$ cat src/rtl/systolic_feeder.sv
// Operand feeder for an N x N systolic array: skews accepted K-beats across lanes,
// then flushes 2N-2 zero beats. Optional activation offset enabled by FEEDER_INPUT_OFFSET_EN.
module systolic_feeder #(
   parameter int unsigned N            = 4,
   parameter int          INPUT_OFFSET = 128
) (
   input  logic           clk,
   input  logic           rst_n,
   input  logic           start,
   input  logic           s_valid,
   output logic           s_ready,
   input  logic           s_last,
   input  logic [N*8-1:0] s_act,
   input  logic [N*8-1:0] s_wgt,
   output logic [N*9-1:0] row_bus,
   output logic [N*8-1:0] col_bus,
   output logic           arr_valid,
   output logic           arr_clear,
   output logic           busy,
   output logic           done
);

   typedef enum logic [2:0] {StIdle, StClear, StStream, StFlush, StDone} state_e;

   localparam int unsigned CntW = $clog2(2 * N - 1);

   state_e            state_q, state_d;
   logic [CntW-1:0]   cnt_q, cnt_d;
   logic              arr_valid_q;
   logic              advance;
   logic              shift_zero;
   logic              clear_skew;

`ifdef FEEDER_INPUT_OFFSET_EN
   localparam logic signed [8:0] Offset9 = 9'(INPUT_OFFSET);
`else
   logic [31:0] unused_offset;
   assign unused_offset = 32'(INPUT_OFFSET);
`endif

   always_ff @(posedge clk) begin
      if (!rst_n) begin
         state_q     <= StIdle;
         cnt_q       <= '0;
         arr_valid_q <= 1'b0;
      end else begin
         state_q     <= state_d;
         cnt_q       <= cnt_d;
         arr_valid_q <= advance;
      end
   end

   always_comb begin
      state_d    = state_q;
      cnt_d      = cnt_q;
      advance    = 1'b0;
      shift_zero = 1'b0;
      clear_skew = 1'b0;
      unique case (state_q)
         StIdle: begin
            if (start) state_d = StClear;
         end
         StClear: begin
            clear_skew = 1'b1;
            state_d    = StStream;
         end
         StStream: begin
            if (s_valid) begin
               advance = 1'b1;
               if (s_last) begin
                  cnt_d   = CntW'(2 * N - 2);
                  state_d = StFlush;
               end
            end
         end
         StFlush: begin
            // The final FLUSH cycle presents the last zero beat without advancing.
            if (cnt_q != '0) begin
               advance    = 1'b1;
               shift_zero = 1'b1;
               cnt_d      = cnt_q - CntW'(1);
            end else begin
               state_d = StDone;
            end
         end
         StDone: begin
            state_d = StIdle;
         end
         default: begin
            state_d = StIdle;
         end
      endcase
   end

   assign s_ready   = (state_q == StStream);
   assign arr_clear = (state_q == StClear);
   assign busy      = (state_q != StIdle);
   assign done      = (state_q == StDone);
   assign arr_valid = arr_valid_q;

   // Lane i holds an (i+1)-deep shift chain, so its output lags lane 0 by i advances.
   for (genvar i = 0; i < N; i++) begin : g_lane
      logic signed [8:0] row_sr_q [i+1];
      logic        [7:0] col_sr_q [i+1];
      logic signed [8:0] act_ext;
      logic signed [8:0] row_in;
      logic        [7:0] col_in;

      assign act_ext = {s_act[8*i+7], s_act[8*i +: 8]};
`ifdef FEEDER_INPUT_OFFSET_EN
      assign row_in  = shift_zero ? 9'sd0 : act_ext + Offset9;
`else
      assign row_in  = shift_zero ? 9'sd0 : act_ext;
`endif
      assign col_in  = shift_zero ? 8'd0 : s_wgt[8*i +: 8];

      always_ff @(posedge clk) begin
         if (!rst_n || clear_skew) begin
            for (int j = 0; j <= i; j++) begin
               row_sr_q[j] <= '0;
               col_sr_q[j] <= '0;
            end
         end else if (advance) begin
            row_sr_q[0] <= row_in;
            col_sr_q[0] <= col_in;
            for (int j = 1; j <= i; j++) begin
               row_sr_q[j] <= row_sr_q[j-1];
               col_sr_q[j] <= col_sr_q[j-1];
            end
         end
      end

      assign row_bus[9*i +: 9] = row_sr_q[i];
      assign col_bus[8*i +: 8] = col_sr_q[i];
   end

endmodule

$ cat config.mk
export PLATFORM = sky130hd
export DESIGN_NAME = systolic_feeder
export DESIGN_NICKNAME = d
export VERILOG_FILES = /design/src/rtl/systolic_feeder.sv
export SDC_FILE = /design/constraint.sdc
export NUM_CORES = 1
export LEC_CHECK = 0
export CORE_MARGIN = 2
export CORE_UTILIZATION = 50
export CTS_CLUSTER_DIAMETER = 60
export CTS_CLUSTER_SIZE = 16
export DETAILED_ROUTE_END_ITERATION = 16
export GPL_TIMING_DRIVEN = 0
export PLACE_DENSITY = 0.78
export SLEW_MARGIN = 15
export SYNTH_ARGS = -nofsm -noshare
export SYNTH_HDL_FRONTEND = slang
export SYNTH_SLANG_ARGS = --single-unit
$ cat constraint.sdc
create_clock -name clk -period 9.5 [get_ports clk]
set_input_delay 1.425 -clock clk [delete_from_list [all_inputs] [get_ports clk]]
set_output_delay 1.425 -clock clk [all_outputs]
set_load 0.02 [all_outputs]
### Word-level counts from Yosys, hierarchy flattened

Memory sizes are Yosys's and may differ from the RTL's.
Index checks and enable logic that the tools add are counted.

* input port bits: 69
* memories: 8
* bits in writable memories: 170
* output and inout port bits: 73
* register bits after elaboration: 7

Memory list
* g_lane[3].row_sr_q: depth 4, width 9, rd ports 4, clocked after memory_dff 0, write ports 4, RTL line 103 `logic signed [8:0] row_sr_q [i+1];`
* g_lane[3].col_sr_q: depth 4, width 8, rd ports 4, clocked after memory_dff 0, write ports 4, RTL line 104 `logic [7:0] col_sr_q [i+1];`
* g_lane[2].row_sr_q: depth 3, width 9, rd ports 3, clocked after memory_dff 0, write ports 3, RTL line 103
* g_lane[2].col_sr_q: depth 3, width 8, rd ports 3, clocked after memory_dff 0, write ports 3, RTL line 104
* g_lane[1].row_sr_q: depth 2, width 9, rd ports 2, clocked after memory_dff 0, write ports 2, RTL line 103
* g_lane[1].col_sr_q: depth 2, width 8, rd ports 2, clocked after memory_dff 0, write ports 2, RTL line 104
* 2 more memories

* reduce and logical (&&, ||, !) cells: 10
* bitwise logic cells: 18
* equal/unequal tests: 9
* multiplexer cells: 49
* add/sub/neg operators: 1

Operators with widths (count)
* 2-to-1 mux 9 bit: 14
* 2-to-1 mux 8 bit: 14
* 2-to-1 mux 3 bit: 7
* bitwise OR 1 bit: 18
* case mux 3 bit (4 select lines): 1
* 2-to-1 mux 1 bit: 11
* OR reduction 9 bit: 1
* inequality test 2 bit (second input constant): 4
* AND reduction 4 bit: 2
* OR reduction 8 bit: 1
* == test 3 x 2 -> 1 bit (second input constant): 2
* case mux 3 bit (2 select lines): 1
* nonzero test 3 bit: 2
* == test 3 x 1 -> 1 bit (second input constant): 1
* == test 3 bit (second input constant): 1
* zero test 3 bit: 1
* subtractor 3 x 1 -> 3 bit (second input constant): 1
* inequality test 2 x 1 -> 1 bit (second input constant): 1
* case mux 1 bit (2 select lines): 1
* nonzero test 2 bit: 1
* zero test 1 bit: 1
* logical OR 1 bit: 1

### Depth between registers and ports, before layout

* word-level depth: 8
* depth in mapped cells: 7
* depth with buffers taken out: 5

### Worst setup path before layout

Ideal clock, no wire load.

* path type: input-to-reg
* start point: in rst_n
* end point: mem g_lane[0].col_sr_q[0][0], enable pin
* buffers on the path: 2
* cell stages on the path: 4
* library setup time: 0.548 ns
* setup slack: 3.368 ns
* arrival time: 5.584 ns
* cell sequence: nand2b_1 buf_4 buf_6 nand2b_1

* word-level cells in the longest chain between the ends: 6

Ends and longest elaborated chain
* start, declared: RTL line 8 `input logic rst_n,`
* zero test 1 bit *: RTL line 118 `if (!rst_n || clear_skew) begin`
* logical OR 1 bit *: RTL line 118
* 2-to-1 mux 1 bit: RTL line 118
* 2-to-1 mux 1 bit (not written as such): RTL line 125 `col_sr_q[0] <= col_in;`
* OR reduction 8 bit (no source line)
* 2-to-1 mux 1 bit (no source line) *
* end, declared: RTL line 104

Every way passes the cells marked *; elsewhere a longest branch is shown, timed or not.

### Final worst setup path

* start point: reg state_q[0]
* end point: out busy

* word-level cells in the longest chain between the ends: 1

Ends and longest elaborated chain
* start, declared: RTL line 27 `state_e state_q, state_d;`
* start signal, assigned: RTL line 43 `state_q <= StIdle;`
* start signal, assigned: RTL line 47 `state_q <= state_d;`
* nonzero test 3 bit: RTL line 97 `assign busy = (state_q != StIdle);`
* end, declared: RTL line 19 `output logic busy,`

Every way passes these cells.

==> impl_table.tex <==
\begin{tabular}{lr}
\hline
Metric & Value \\
\hline
\multicolumn{2}{l}{\textbf{Outcome}} \\
Status & finished, final reports clean \\
\multicolumn{2}{l}{\textbf{Setup path}} \\
Data arrival, critical path & 1840 ps \\
Critical path launch point type & flop \\
Worst reg-to-reg setup slack & 7000 ps \\
Number of buffers and inverters on the critical path & 2 \\
Crit path max-delay cell type & clkdlybuf4s50\_1 \\
Critical path's largest stage delay & 540 ps \\
R2R depth & 7 \\
Element type at the critical path end & output port \\
Maximum fanout encountered on the critical timing path & 10 \\
Cell breakdown of the critical path & buf\_4 -> or3\_1 -> clkdlybuf4s50\_1 \\
Gate family responsible for the most delay along the worst path & buffers and inverters \\
Worst r2r src & cnt\_q[0] \\
End of the worst register-to-register path & g\_lane[3].col\_sr\_q[1][2] \\
Critical path data required time & 8080 ps \\
Classification of the worst setup path & flop to output port \\
\multicolumn{2}{l}{\textbf{Synthesis}} \\
Count of synthesis-stage warnings from yosys & 0 \\
Cells after synthesis & 528 \\
Number of synthesized flops with an enable pin & 160 \\
Ys async rst share & 0\% \\
Netlist cell types & 31 \\
Post-synthesis net count & 599 \\
Commonest cells in the netlist & edfxtp\_1 (160), inv\_1 (100), nor3\_1 (98) \\
Leading cell types by total area after synthesis & edfxtp\_1 (69\%), nor3\_1 (7.1\%), and2\_1 (5.8\%), inv\_1 (5.4\%), buf\_4 (4.3\%) \\
Cell accounting for the most synthesized area & edfxtp\_1 \\
Share of Yosys cell area claimed by the top area cell type & 69.4\% \\
Top flip-flop cell by instance count after synthesis & edfxtp\_1 \\
Post-Synthesis Mean Instance Area & 13.1 um2 \\
Cell area after technology mapping & 6930 um2 \\
Share of the yosys chip area belonging to registers & 71.4\% \\
Top-count cell post-synth & edfxtp\_1 \\
Number of storage elements in the synthesis netlist & 167 \\
\multicolumn{2}{l}{\textbf{Route}} \\
DR WL/cell & 14.0 um \\
Initial drt markers & 323 \\
Number of design rule violations left after detail routing & 0 \\
Number of vias in the routed layout & 4209 \\
Uppermost routed layer & met4 \\
DRT Wirelength & 12300 um \\
Via/cell ratio & 4.77 \\
First-pass iteration count of the detailed router & 4 \\
Detailed route wirelength on metal2 & 6430 um \\
WL met3 & 698 um \\
Met1 layer wirelength in the final routing & 4970 um \\
Routed Antenna Nets & 0 \\
\multicolumn{2}{l}{\textbf{Layout}} \\
Number of filler instances in the final layout & 957 \\
Share of final-layout standard cells stronger than drive strength 1 & 13.5\% \\
Number of nets in the layout & 761 \\
Area delta synth->final & 33.6\% \\
Number of antenna repair diodes & 0 \\
\multicolumn{2}{l}{\textbf{Power}} \\
Internal & 1.48 mW \\
Power, Total & 1.91 mW \\
Comb power frac & 14.2\% \\
Cell leakage power & 3.55 nW \\
Worst IR Drop VDD & 0.119 mV \\
Switch share & 22.6\% \\
Sequential Power Share & 47.8\% \\
Power share of the clock group & 38.0\% \\
Total power divided by cell area & 207 nW/um2 \\
Switching component of the power & 431 uW \\
\multicolumn{2}{l}{\textbf{Clocking}} \\
Clk Tree Root Cell & clkbuf\_16 \\
Clock tree from TritonCTS & done \\
H-tree depth reported by CTS & 4 \\
CTS resizes & 0 \\
Count of buffers added by post-CTS timing repair for setup & 0 \\
CTS Buf Count & 17 \\
Clock slew at the register clock pins of the worst setup and hold paths & 60 ps \\
Largest buffer count on any clock path & 2 \\
Source-to-sink clock delay at the later pin of the worst-skew pair & 420 ps \\
CTS Hold Bufs & 0 \\
Clock tree sinks & 167 \\
\multicolumn{2}{l}{\textbf{GRT}} \\
Initial antenna violation count & 0 \\
Pin count of the biggest net entering global routing & 59 \\
Vias in the first global route & 4051 \\
Wire length of the first global-routing pass & 19400 um \\
GR Util All Layers & 17.4\% \\
Overall overflow remaining after global route & 0 \\
\multicolumn{2}{l}{\textbf{Die}} \\
Die span in y & 122 um \\
Total core area & 13700 um2 \\
Die outline area & 14800 um2 \\
Ports placed on the boundary & 142 \\
Starting utilization of the core area & 50.5\% \\
Width of the chip & 122 um \\
Number of placement rows & 43 \\
\multicolumn{2}{l}{\textbf{Timing}} \\
Slew Limit Headroom & 53.4\% \\
Post-Route Skew & 5.96 ps \\
Setup repair after global routing missed its margin & false \\
Worst slew pin tran & 699 ps \\
Max frequency & 0.306 GHz \\
\# setup viols final & 0 \\
Pins over their slew limit & 0 \\
Tightest hold margin & 502 ps \\
Final-report hold violation count & 0 \\
Final worst path period need & 3270 ps \\
Final sum of negative setup slack & 0 ps \\
Share of the clock period used by the worst path after layout & 34.4\% \\
\multicolumn{2}{l}{\textbf{Placement}} \\
HPWL reported at the end of detailed placement & 8310 um \\
GPL Wtd Cong & 0.768 \\
PortBufs & 141 \\
\multicolumn{2}{l}{\textbf{Worst hold path}} \\
Count of cells along the worst hold path & 2 \\
Hold\_sp & cnt\_q[0] \\
End point of the worst hold path & cnt\_q[0] \\
Type of the tightest min-delay check & flop to flop \\
\multicolumn{2}{l}{\textbf{Run}} \\
Max-Cap Viols & 0 \\
\hline
\end{tabular}
[kinds of logic (layout without fill, tap and decap cells)]
| logic type | after synthesis | after routing | synth area share (%) |
|---|---|---|---|
| adder cells (fa/ha/maj) | 2 | 2 | 0.361 |
| multiplexers | 1 | 1 | 0.145 |
| AND/OR/NAND/NOR | 181 | 181 | 14.8 |
| buffers and inverters | 166 | 341 | 12.0 |
| AO/OA/AOI/OAI | 11 | 11 | 1.28 |
| flip-flops | 167 | 167 | 71.4 |
[layer usage]
metal	global-route usage, %	vias up
met5	0	-
li1	-	2059
met1	20.6	2003
met2	30.0	127
met3	4.92	20
met4	6.97	0
[through the flow]
step	setup WS, ps	util (%)	instance area [um2]	std cells
finish	6230	67.5	9250	883
CTS	6210	67.5	9250	883
global route	6150	67.5	9250	883
floorplan	3370	-	6930	528
global placement	1580	62.4	8560	849
detailed placement	5800	62.9	8630	851
[flip-flops by register name, summed over array words and instances (netlist names)]
signal	flops
arr_valid	1
cnt_q	3
g_lane.col_sr_q	80
g_lane.row_sr_q	80
state_q	3
[how the worst max path moves through the flow]
| stage | from | end | slack [ps] | cells past startpoint |
|---|---|---|---|---|
| 3_3_place_gp | rst_n | g_lane[0].col_sr_q[0][1] | 1580 | 5 |
| 3_5_place_dp | s_valid | g_lane[3].col_sr_q[0][0] | 5800 | 5 |
| 2_1_floorplan | rst_n | g_lane[0].col_sr_q[0][0] | 3370 | 4 |
| 6_report | state_q[0] | busy | 6230 | 3 |
| 5_1_grt | state_q[0] | busy | 6150 | 3 |
| 4_1_cts | state_q[0] | busy | 6210 | 3 |
[cell usage in the layout (no fill, tap or decap), types with 2 or more instances in the layout]
cell and instances:
edfxtp_1 160, o21ai_0 2, buf_4 40, and2_1 64, buf_16 2, clkdlybuf4s50_1 141
nand3b_1 3, buf_2 7, nand4_1 2, dfxtp_1 7, buf_6 6, or3_1 2
nor3_1 98, clkbuf_2 6, ha_1 2, a21oi_1 3, clkbuf_8 3, clkinv_2 2
nor2_1 2, clkbuf_1 11, inv_1 100, clkbuf_16 17, bufinv_16 4, nand2b_1 3
[cell type report]
class,instances,area (um2),area share [%]
Clock inverter,8,146,1.58
Buffer,66,459,4.96
Clock buffer,24,482,5.21
Multi-Input combinational cell,195,1150,12.5
Tap cell,180,225,2.43
Sequential cell,167,4940,53.4
Inverter,100,375,4.06
Timing Repair Buffer,143,1470,15.8
[worst reg2reg max path, delay by kind of cell, from the launching register on]
family / cells / cell delay (ps)
compound gates: 1 / 190
fa+ha+maj: 1 / 240
buf+inv: 3 / 650
flops: 1 / 320
simple gates: 2 / 730
[power groups by stage]
stage	clock network [mW]	registers, mW	logic (mW)
2_1_floorplan	0	0.957	0.129
3_3_place_gp	0	0.945	0.256
3_5_place_dp	0	0.929	0.271
4_1_cts	0.732	0.915	0.273
5_1_grt	0.765	0.922	0.292
6_report	0.726	0.914	0.271
Note: power is estimated with default switching activity, not from simulation.
